`src/rtl/vga_pkg.sv`:
```
// Shared VGA timing constants (640x480@60) and small helpers reused by the
// timing generator and downstream renderers.
package vga_pkg;

  localparam int VGA_H_DISPLAY = 640;
  localparam int VGA_H_FRONT   = 16;
  localparam int VGA_H_SYNC    = 96;
  localparam int VGA_H_BACK    = 48;
  localparam int VGA_V_DISPLAY = 480;
  localparam int VGA_V_FRONT   = 10;
  localparam int VGA_V_SYNC    = 2;
  localparam int VGA_V_BACK    = 33;

  localparam int VGA_H_TOTAL = VGA_H_DISPLAY + VGA_H_FRONT + VGA_H_SYNC + VGA_H_BACK;
  localparam int VGA_V_TOTAL = VGA_V_DISPLAY + VGA_V_FRONT + VGA_V_SYNC + VGA_V_BACK;

  localparam int VGA_HS_START = VGA_H_DISPLAY + VGA_H_FRONT;
  localparam int VGA_HS_END   = VGA_HS_START + VGA_H_SYNC;
  localparam int VGA_VS_START = VGA_V_DISPLAY + VGA_V_FRONT;
  localparam int VGA_VS_END   = VGA_VS_START + VGA_V_SYNC;

  // Sync/DE flags carried through the delay line; hs/vs are "active", not pin levels.
  typedef struct packed {
    logic hs;
    logic vs;
    logic de;
  } vga_sync_t;

  function automatic logic in_window(input int pos, input int lo, input int len);
    return (pos >= lo) && (pos < lo + len);
  endfunction

endpackage

```
`src/rtl/vga_pix_strobe.sv`:
```
// Phase-accumulator pixel strobe: the accumulator carry becomes a one-clk
// pix_stb, giving a pixel rate of clk*STB_INC/65536.
module vga_pix_strobe #(
  parameter logic [15:0] STB_INC = 16'h4000
) (
  input  logic clk,
  input  logic reset,
  output logic pix_stb
);

  logic [15:0] acc;
  logic [16:0] sum;

  assign sum = {1'b0, acc} + {1'b0, STB_INC};

  // NOTE: clocked state always uses non-blocking assignments so every register
  // samples pre-edge values regardless of statement order.
  always_ff @(posedge clk or posedge reset) begin
    if (reset) begin
      acc     <= '0;
      pix_stb <= 1'b0;
    end else begin
      acc     <= sum[15:0];
      pix_stb <= sum[16];
    end
  end

endmodule

```
`src/rtl/vga_timing_gen.sv`:
```
// VGA raster timing generator: pixel strobe, position counters, delayed
// sync/DE with selectable polarity, line/frame markers and a frame counter.
module vga_timing_gen
  import vga_pkg::*;
#(
  parameter logic [15:0] STB_INC   = 16'h4000,
  parameter int          CW        = 11,
  parameter int          H_DISPLAY = VGA_H_DISPLAY,
  parameter int          H_FRONT   = VGA_H_FRONT,
  parameter int          H_SYNC    = VGA_H_SYNC,
  parameter int          H_BACK    = VGA_H_BACK,
  parameter int          V_DISPLAY = VGA_V_DISPLAY,
  parameter int          V_FRONT   = VGA_V_FRONT,
  parameter int          V_SYNC    = VGA_V_SYNC,
  parameter int          V_BACK    = VGA_V_BACK,
  parameter bit          HSYNC_POL = 1'b0,
  parameter bit          VSYNC_POL = 1'b0,
  parameter int          PIPE      = 2
) (
  input  logic          clk,
  input  logic          reset,
  input  logic          en,
  output logic          pix_stb,
  output logic [CW-1:0] hpos,
  output logic [CW-1:0] vpos,
  output logic          de,
  output logic          hsync,
  output logic          vsync,
  output logic          line_start,
  output logic          frame_start,
  output logic [15:0]   frame_cnt
);

  localparam int H_TOTAL  = H_DISPLAY + H_FRONT + H_SYNC + H_BACK;
  localparam int V_TOTAL  = V_DISPLAY + V_FRONT + V_SYNC + V_BACK;
  localparam int HS_START = H_DISPLAY + H_FRONT;
  localparam int VS_START = V_DISPLAY + V_FRONT;

  localparam logic [CW-1:0] H_LAST = CW'(H_TOTAL - 1);
  localparam logic [CW-1:0] V_LAST = CW'(V_TOTAL - 1);
  localparam logic [CW-1:0] ONE    = CW'(1);

  if ((H_TOTAL > (1 << CW)) || (V_TOTAL > (1 << CW))) begin : g_bad_cw
    $error("vga_timing_gen: H_TOTAL/V_TOTAL do not fit in CW bits");
  end
  if ((H_DISPLAY == 0) || (H_FRONT == 0) || (H_SYNC == 0) || (H_BACK == 0) ||
      (V_DISPLAY == 0) || (V_FRONT == 0) || (V_SYNC == 0) || (V_BACK == 0)) begin : g_bad_timing
    $error("vga_timing_gen: timing parameters must be non-zero");
  end
  if ((PIPE < 0) || (PIPE > 15)) begin : g_bad_pipe
    $error("vga_timing_gen: PIPE must be in 0..15");
  end

  vga_pix_strobe #(.STB_INC(STB_INC)) u_pix_strobe (
    .clk     (clk),
    .reset   (reset),
    .pix_stb (pix_stb)
  );

  logic          advance;
  logic          h_wrap;
  logic          v_wrap;
  logic [CW-1:0] hpos_nxt;
  logic [CW-1:0] vpos_nxt;
  vga_sync_t     raw_nxt;

  assign advance = pix_stb && en;

  // Raw sync/DE are formed from the position about to be loaded, so the
  // PIPE=0 outputs line up with the counters they are shown alongside.
  // NOTE: every always_comb output gets a default first so no path can infer a latch.
  always_comb begin
    h_wrap   = (hpos == H_LAST);
    v_wrap   = (vpos == V_LAST);
    hpos_nxt = h_wrap ? '0 : hpos + ONE;
    vpos_nxt = vpos;
    if (h_wrap) begin
      vpos_nxt = v_wrap ? '0 : vpos + ONE;
    end
    raw_nxt.hs = in_window(int'(hpos_nxt), HS_START, H_SYNC);
    raw_nxt.vs = in_window(int'(vpos_nxt), VS_START, V_SYNC);
    raw_nxt.de = in_window(int'(hpos_nxt), 0, H_DISPLAY) &&
                 in_window(int'(vpos_nxt), 0, V_DISPLAY);
  end

  always_ff @(posedge clk or posedge reset) begin
    if (reset) begin
      hpos        <= '0;
      vpos        <= '0;
      line_start  <= 1'b0;
      frame_start <= 1'b0;
      frame_cnt   <= '0;
    end else begin
      line_start  <= advance && h_wrap;
      frame_start <= advance && h_wrap && v_wrap;
      if (advance) begin
        hpos <= hpos_nxt;
        vpos <= vpos_nxt;
        if (h_wrap && v_wrap) begin
          frame_cnt <= frame_cnt + 16'd1;
        end
      end
    end
  end

  // Stage 0 holds the current pixel; stage PIPE drives the pins.
  vga_sync_t dly [0:PIPE];

  // NOTE: this small register array is reset on purpose so sync/DE come out
  // inactive until real raster data has shifted through.
  always_ff @(posedge clk or posedge reset) begin
    if (reset) begin
      for (int i = 0; i <= PIPE; i++) begin
        dly[i] <= '0;
      end
    end else if (advance) begin
      dly[0] <= raw_nxt;
      for (int i = 1; i <= PIPE; i++) begin
        dly[i] <= dly[i-1];
      end
    end
  end

  assign de    = dly[PIPE].de;
  assign hsync = HSYNC_POL ? dly[PIPE].hs : ~dly[PIPE].hs;
  assign vsync = VSYNC_POL ? dly[PIPE].vs : ~dly[PIPE].vs;

endmodule
```
`config.mk`:
```
export PLATFORM = sky130hd
export DESIGN_NAME = vga_timing_gen
export DESIGN_NICKNAME = d
export VERILOG_FILES = /design/src/rtl/vga_pkg.sv /design/src/rtl/vga_pix_strobe.sv /design/src/rtl/vga_timing_gen.sv
export SDC_FILE = /design/constraint.sdc
export NUM_CORES = 1
export LEC_CHECK = 0
export ABC_CLOCK_PERIOD_IN_PS = 4050
export CAP_MARGIN = 0
export CORE_MARGIN = 3
export CORE_UTILIZATION = 59
export CTS_BUF_LIST = sky130_fd_sc_hd__clkbuf_8
export DETAILED_ROUTE_END_ITERATION = 12
export PLACE_DENSITY_LB_ADDON = 0.2
export SLEW_MARGIN = 20
export SYNTH_ARGS = -nofsm -noshare
export SYNTH_HDL_FRONTEND = slang
export SYNTH_SLANG_ARGS = --single-unit
export TNS_END_PERCENT = 100
```
`constraint.sdc`:
```
create_clock -name clk -period 4.05 [get_ports clk]
set_clock_uncertainty 0.1 [all_clocks]
set_input_delay 0.81 -clock clk [delete_from_list [all_inputs] [get_ports clk]]
set_output_delay 0.81 -clock clk [all_outputs]
set_load 0.03 [all_outputs]
```
=== After elaboration in Yosys (flattened, before gate mapping) ===
Cells that the tools add are included.

* Eq/ne operators: 2
* Reduce and logical (&&, ||, !) cells: 8
* Bitwise operators: 2
* Multiplexer cells: 3
* Add/subtract/negate cells: 4
* Magnitude comparators: 6

{| class="wikitable"
|+ Operators by type and width
! operator !! count
|-
| $mux 11 || 3
|-
| $add 11x1->11 const B || 2
|-
| $eq 11x10->1 const B || 2
|-
| $lt 11x10->1 const B || 2
|-
| $lt 11x9->1 const B || 2
|-
| $add 16x15->17 const B || 1
|-
| $add 16x1->16 const B || 1
|-
| $ge 11x10->1 const B || 1
|-
| $ge 11x9->1 const B || 1
|-
| $logic_and 1x1->1 || 7
|-
| $not 1->1 || 2
|-
| $reduce_and 2->1 || 1
|}

* Input port bits: 3
* Logic and storage cells: 41
* Output and inout port bits: 44
* Register bits: 66

=== Depth between registers and ports, before layout ===
* Depth after elaboration: 5
* Mapped depth: 10
* Gate-level depth less buffers: 8

=== Cells and area by module ===
From an unflattened synthesis, not the netlist that was laid out.

* Cell total of the unflattened synthesis: 290
* Area total of the unflattened synthesis: 2,752.6 um2

{| class="wikitable"
|+ By module, submodules not included
! module !! instances !! seq. area each (um2) !! area an instance (um2) !! cells an instance
|-
| vga_timing_gen || 1 || 1,226.2 || 2,657.5 || 284
|-
| vga_pix_strobe || 1 || 75.1 || 95.1 || 6
|}

=== Worst setup path after synthesis ===
No wires, ideal clock.

* Path kind: register to register
* Start: register hpos[0]
* End: register dly[6] in the netlist's numbering
* Cell stages (with the launch flop): 9
* Clock period less this slack: 2,250 ps
* Setup time: 124 ps
* Path buffers: 1
* Required time: 3,826 ps
* Arrival: 2,026 ps
* Setup slack: 1,800 ps
* Cell sequence: dfrtp_1 ha_1 and4_2 nand3_2 buf_2 a2111oi_1 a2bb2oi_1 nand2b_1 o31ai_2

* Word-level cells in the longest chain between the ends: 4
* Elaborated cells between the ends (all ways): 7
* Those cells by class: 1 x add/sub; 2 x order compare; 1 x eq/ne; 2 x mux; 1 x reduce/logical

{| class="wikitable"
|+ Ends and longest elaborated chain
! what !! RTL line !! RTL
|-
| from (decl) || vga_timing_gen.sv:24 || <nowiki>output logic [CW-1:0] hpos,</nowiki>
|-
| from (signal assigned) || vga_timing_gen.sv:97 || <nowiki>hpos <= hpos_nxt;</nowiki>
|-
| $add 11x1->11 / $eq 11x10->1 (equally long branches) || vga_timing_gen.sv:75, vga_timing_gen.sv:73 ||
|-
| $mux 11 (on tied branches) || vga_timing_gen.sv:75, vga_timing_gen.sv:77 ||
|-
| $lt 11x10->1 / $lt 11x9->1 (equally long branches) || vga_pkg.sv:30 || <nowiki>return (pos >= lo) && (pos < lo + len);</nowiki>
|-
| $logic_and 1x1->1 (*) || vga_timing_gen.sv:82 || <nowiki>raw_nxt.de = in_window(int'(hpos_nxt), 0, H_DISPLAY) &&</nowiki>
|-
| to (signal, indexed assignment) || vga_timing_gen.sv:119 || <nowiki>dly[i] <= dly[i-1];</nowiki>
|-
| to (decl) || vga_timing_gen.sv:107 || <nowiki>vga_sync_t dly [0:PIPE];</nowiki>
|}

Every way passes the cells marked *; elsewhere a longest branch is shown, timed or not.
A chain may end at the register's enable or synchronous reset.

=== Worst setup path after layout ===
* Start: input port en
* End: register frame_cnt[15]

* Word-level cells in the longest chain between the ends: 2

{| class="wikitable"
|+ Ends and longest elaborated chain
! what !! RTL line !! RTL
|-
| from (decl) || vga_timing_gen.sv:22 || <nowiki>input logic en,</nowiki>
|-
| $logic_and 1x1->1 || vga_timing_gen.sv:67 || <nowiki>assign advance = pix_stb && en;</nowiki>
|-
| $reduce_and 2->1 (no line) || -- ||
|-
| to (signal assigned) || vga_timing_gen.sv:100 || <nowiki>frame_cnt <= frame_cnt + 16'd1;</nowiki>
|-
| to (decl) || vga_timing_gen.sv:31 || <nowiki>output logic [15:0] frame_cnt</nowiki>
|}

No other way between the ends.

==> metrics.yaml <==
r2r_start: "hpos[0]"
grt_pass1_wl_um: 10800
wirelength_um: 6350
tns_ns: 0
ys_seq_area_share_pct: 46.7
p_per_area_nw_per_um2: 295
routed_via_density: 6.24
min_path_type: "flop to flop"
place_congestion: 0.912
syn_area_per_cell_um2: 9.35
cp-startpoint: "en"
grt_max_degree: 53
start_kind: "primary input"
crit_chain: "clkdlybuf4s50_1 -> and2_1 -> buf_4 -> nand4_2 -> nor3_4 -> nand3_2 -> nor3_2 -> xor2_1"
post-route-min-period_ns: 2.66
crit_buf_inv: 2
critPathSlowestCell: "clkdlybuf4s50_1"
power_frac_seq_pct: 57.7
grt_pass1_vias: 2237
yosysWarnings: 0
synth_cells: 298
synth.distinct_cells: 54
n_fill_cell: 331
worstSetupEndpointType: "flop"
cp.arrival_ns: 2.79
grt-ovfl-total: 0
ff2ff_setup_slack_ns: 1.58
wl_per_cell_um: 16.3
die_h_um: 74.7
cap_viol_max_count: 0
slowest_delay_ns: 0.47
clkPwrFrac_pct: 30.3
synth-edff-count: 0
cts_setup_buffers: 0
htree_levels: 2
pin_count: 47
rsz0062_at_grt: "false"
vdd_ir_drop_max_uv: 176
start_util_pct: 62.7
swShare_pct: 28.1
vias: 2429
die_area_um2: 5590
stdcell_area_um2: 3340
leakage_nw: 1.38
worstPathMaxFanout: 17
tightest_slew_ns: 0.878
drv_slew: 0
syn_nets: 306
rr_endpoint: "dly[6]"
cp_data_required_time_ns: 4.18
cts_buffers: 5
max_freq_mhz: 376
coreArea_um2: 4440
numPortBuffers: 46
critical_path_class: "primary input to flop"
dr.pass1.iters: 5
clock_path_buffers: 2
finalSetupViolCount: 0
clk_latency_ns: 0.31
antenna_found_initial: 0
synth_top_area_cell: "dfrtp_1"
yosysMostFrequentCell: "dfrtp_1"
drc: 0
path_depth: 8
grtUsageTotal_pct: 24.8
clkTransAtPathRegs_ns: 0.09
critPathTopFamily: "simple AND/OR/NAND/NOR gates"
place_area_um2: 3250
p_int_mw: 0.709
max_slew_margin_pct: 41.4
ys.flop_type: "dfrtp_1"
r2r_cells: 7
worstSetupEndpoint: "frame_cnt[15]"
num_rows: 24
ys_seq_elements: 52
place_inst: 381
n_antenna_cell: 0
synthTopCellsByArea: "dfrtp_1, nand2_1, xnor2_1"
die_w_um: 74.7
post-synth-top-area-fraction_pct: 46.7
cts_root_buf: "clkbuf_8"
finalCritPeriodShare_pct: 65.7
holdCritStartpoint: "u_pix_strobe.acc[14]"
power_frac_comb_pct: 12.0
ant_nets: 0
status: "finished, final reports clean"
netlist_area_um2: 2790
fin_cells: 389
hpwl_um: 4300
syn_to_final_growth_pct: 19.8
dr.first_iter.drc_count: 243
async_reset_ff_share_pct: 100
ctsResizeCount: 0
final_nets: 344
cts_tree: "yes"
yosys-top-cells-count: "dfrtp_1, nand2_1, nand3_1, o21ai_0"
drive_gt1_share_pct: 7.42
cts_sinks: 52
p_switching_mw: 0.278
finalHoldViolCount: 0
hold_buffers: 0
-- metrics by stage --
stage | hold WS [ns] | power [mW] | setup slack (ns) | util [%]
floorplan | 0.301 | 0.647 | 1.80 | -
global placement | 0.315 | 0.695 | 1.14 | 73.1
detailed placement | 0.334 | 0.699 | 1.09 | 73.1
CTS | 0.348 | 0.996 | 1.40 | 75.1
global route | 0.364 | 1.03 | 1.20 | 75.1
finish | 0.346 | 0.987 | 1.39 | 75.1
-- power groups by stage --
stage          Clock, mW  Sequential, mW  Combinational, mW
2_1_floorplan          0           0.610             0.0370
3_3_place_gp           0           0.577              0.118
3_5_place_dp           0           0.579              0.121
4_1_cts            0.307           0.569              0.121
5_1_grt            0.328           0.574              0.131
6_report           0.299           0.569              0.118
-- area by class of cell --
| cell class | instances | area (µm²) | area share, % |
|---|---|---|---|
| clock buffers | 5 | 68.8 | 2.06 |
| clock inverters | 3 | 20.0 | 0.599 |
| inverters | 11 | 42.5 | 1.27 |
| multi-input cells | 219 | 1370 | 41.1 |
| flip-flops and latches | 52 | 1300 | 39.0 |
| well taps | 52 | 65.1 | 1.95 |
| repair buffers | 47 | 468 | 14.0 |
-- worst min path at each step --
stage / slack, ns / cells after the start / end
after floorplan: 0.30 / 1 / u_pix_strobe.acc[14]
after global placement: 0.31 / 1 / u_pix_strobe.acc[14]
after detailed placement: 0.33 / 1 / u_pix_strobe.acc[14]
after CTS: 0.35 / 1 / u_pix_strobe.acc[14]
after global routing: 0.36 / 1 / u_pix_strobe.acc[14]
final: 0.35 / 1 / u_pix_strobe.acc[14]
-- layer usage --
layer / global-route usage [%] / part of all wire, % / up-vias / routed length [µm]
met1: 35.0 / 42 / 1154 / 2660
li1: - / - / 1124 / -
met2: 38.5 / 48 / 137 / 3080
met4: 8.30 / 1.8 / 0 / 114
met3: 4.81 / 7.8 / 14 / 497
met5: 0 / 0 / - / 0
-- cells in the final DEF, fill, tap and decap left out, drive strengths merged, types with 6 or more instances in the layout --
cell type      count
a21oi             10
inv               11
and3               6
nor3              10
dfrtp             52
o31ai              7
xor2               7
nand4             12
nand3             22
xnor2             17
clkdlybuf4s50     46
nor2              19
nand2             47
o21ai             21
-- cells by family after synthesis --
group | Yosys count | synth area share [%]
flip-flops | 52 | 46.7
adder cells (fa/ha/maj) | 6 | 2.60
multiplexers | 1 | 0.404
XOR/XNOR | 24 | 7.54
AO/OA/AOI/OAI | 54 | 12.8
AND/OR/NAND/NOR | 134 | 25.9
buffers and inverters | 27 | 4.04
-- flip-flops by register name, indices dropped and copies added, names as in the netlist --
name / flops
dly: 8
vpos: 11
u_pix_strobe.acc: 2
frame_cnt: 16
line_start: 1
u_pix_strobe.pix_stb: 1
hpos: 11
de: 1
frame_start: 1
Note: power is estimated with default switching activity, not from simulation.
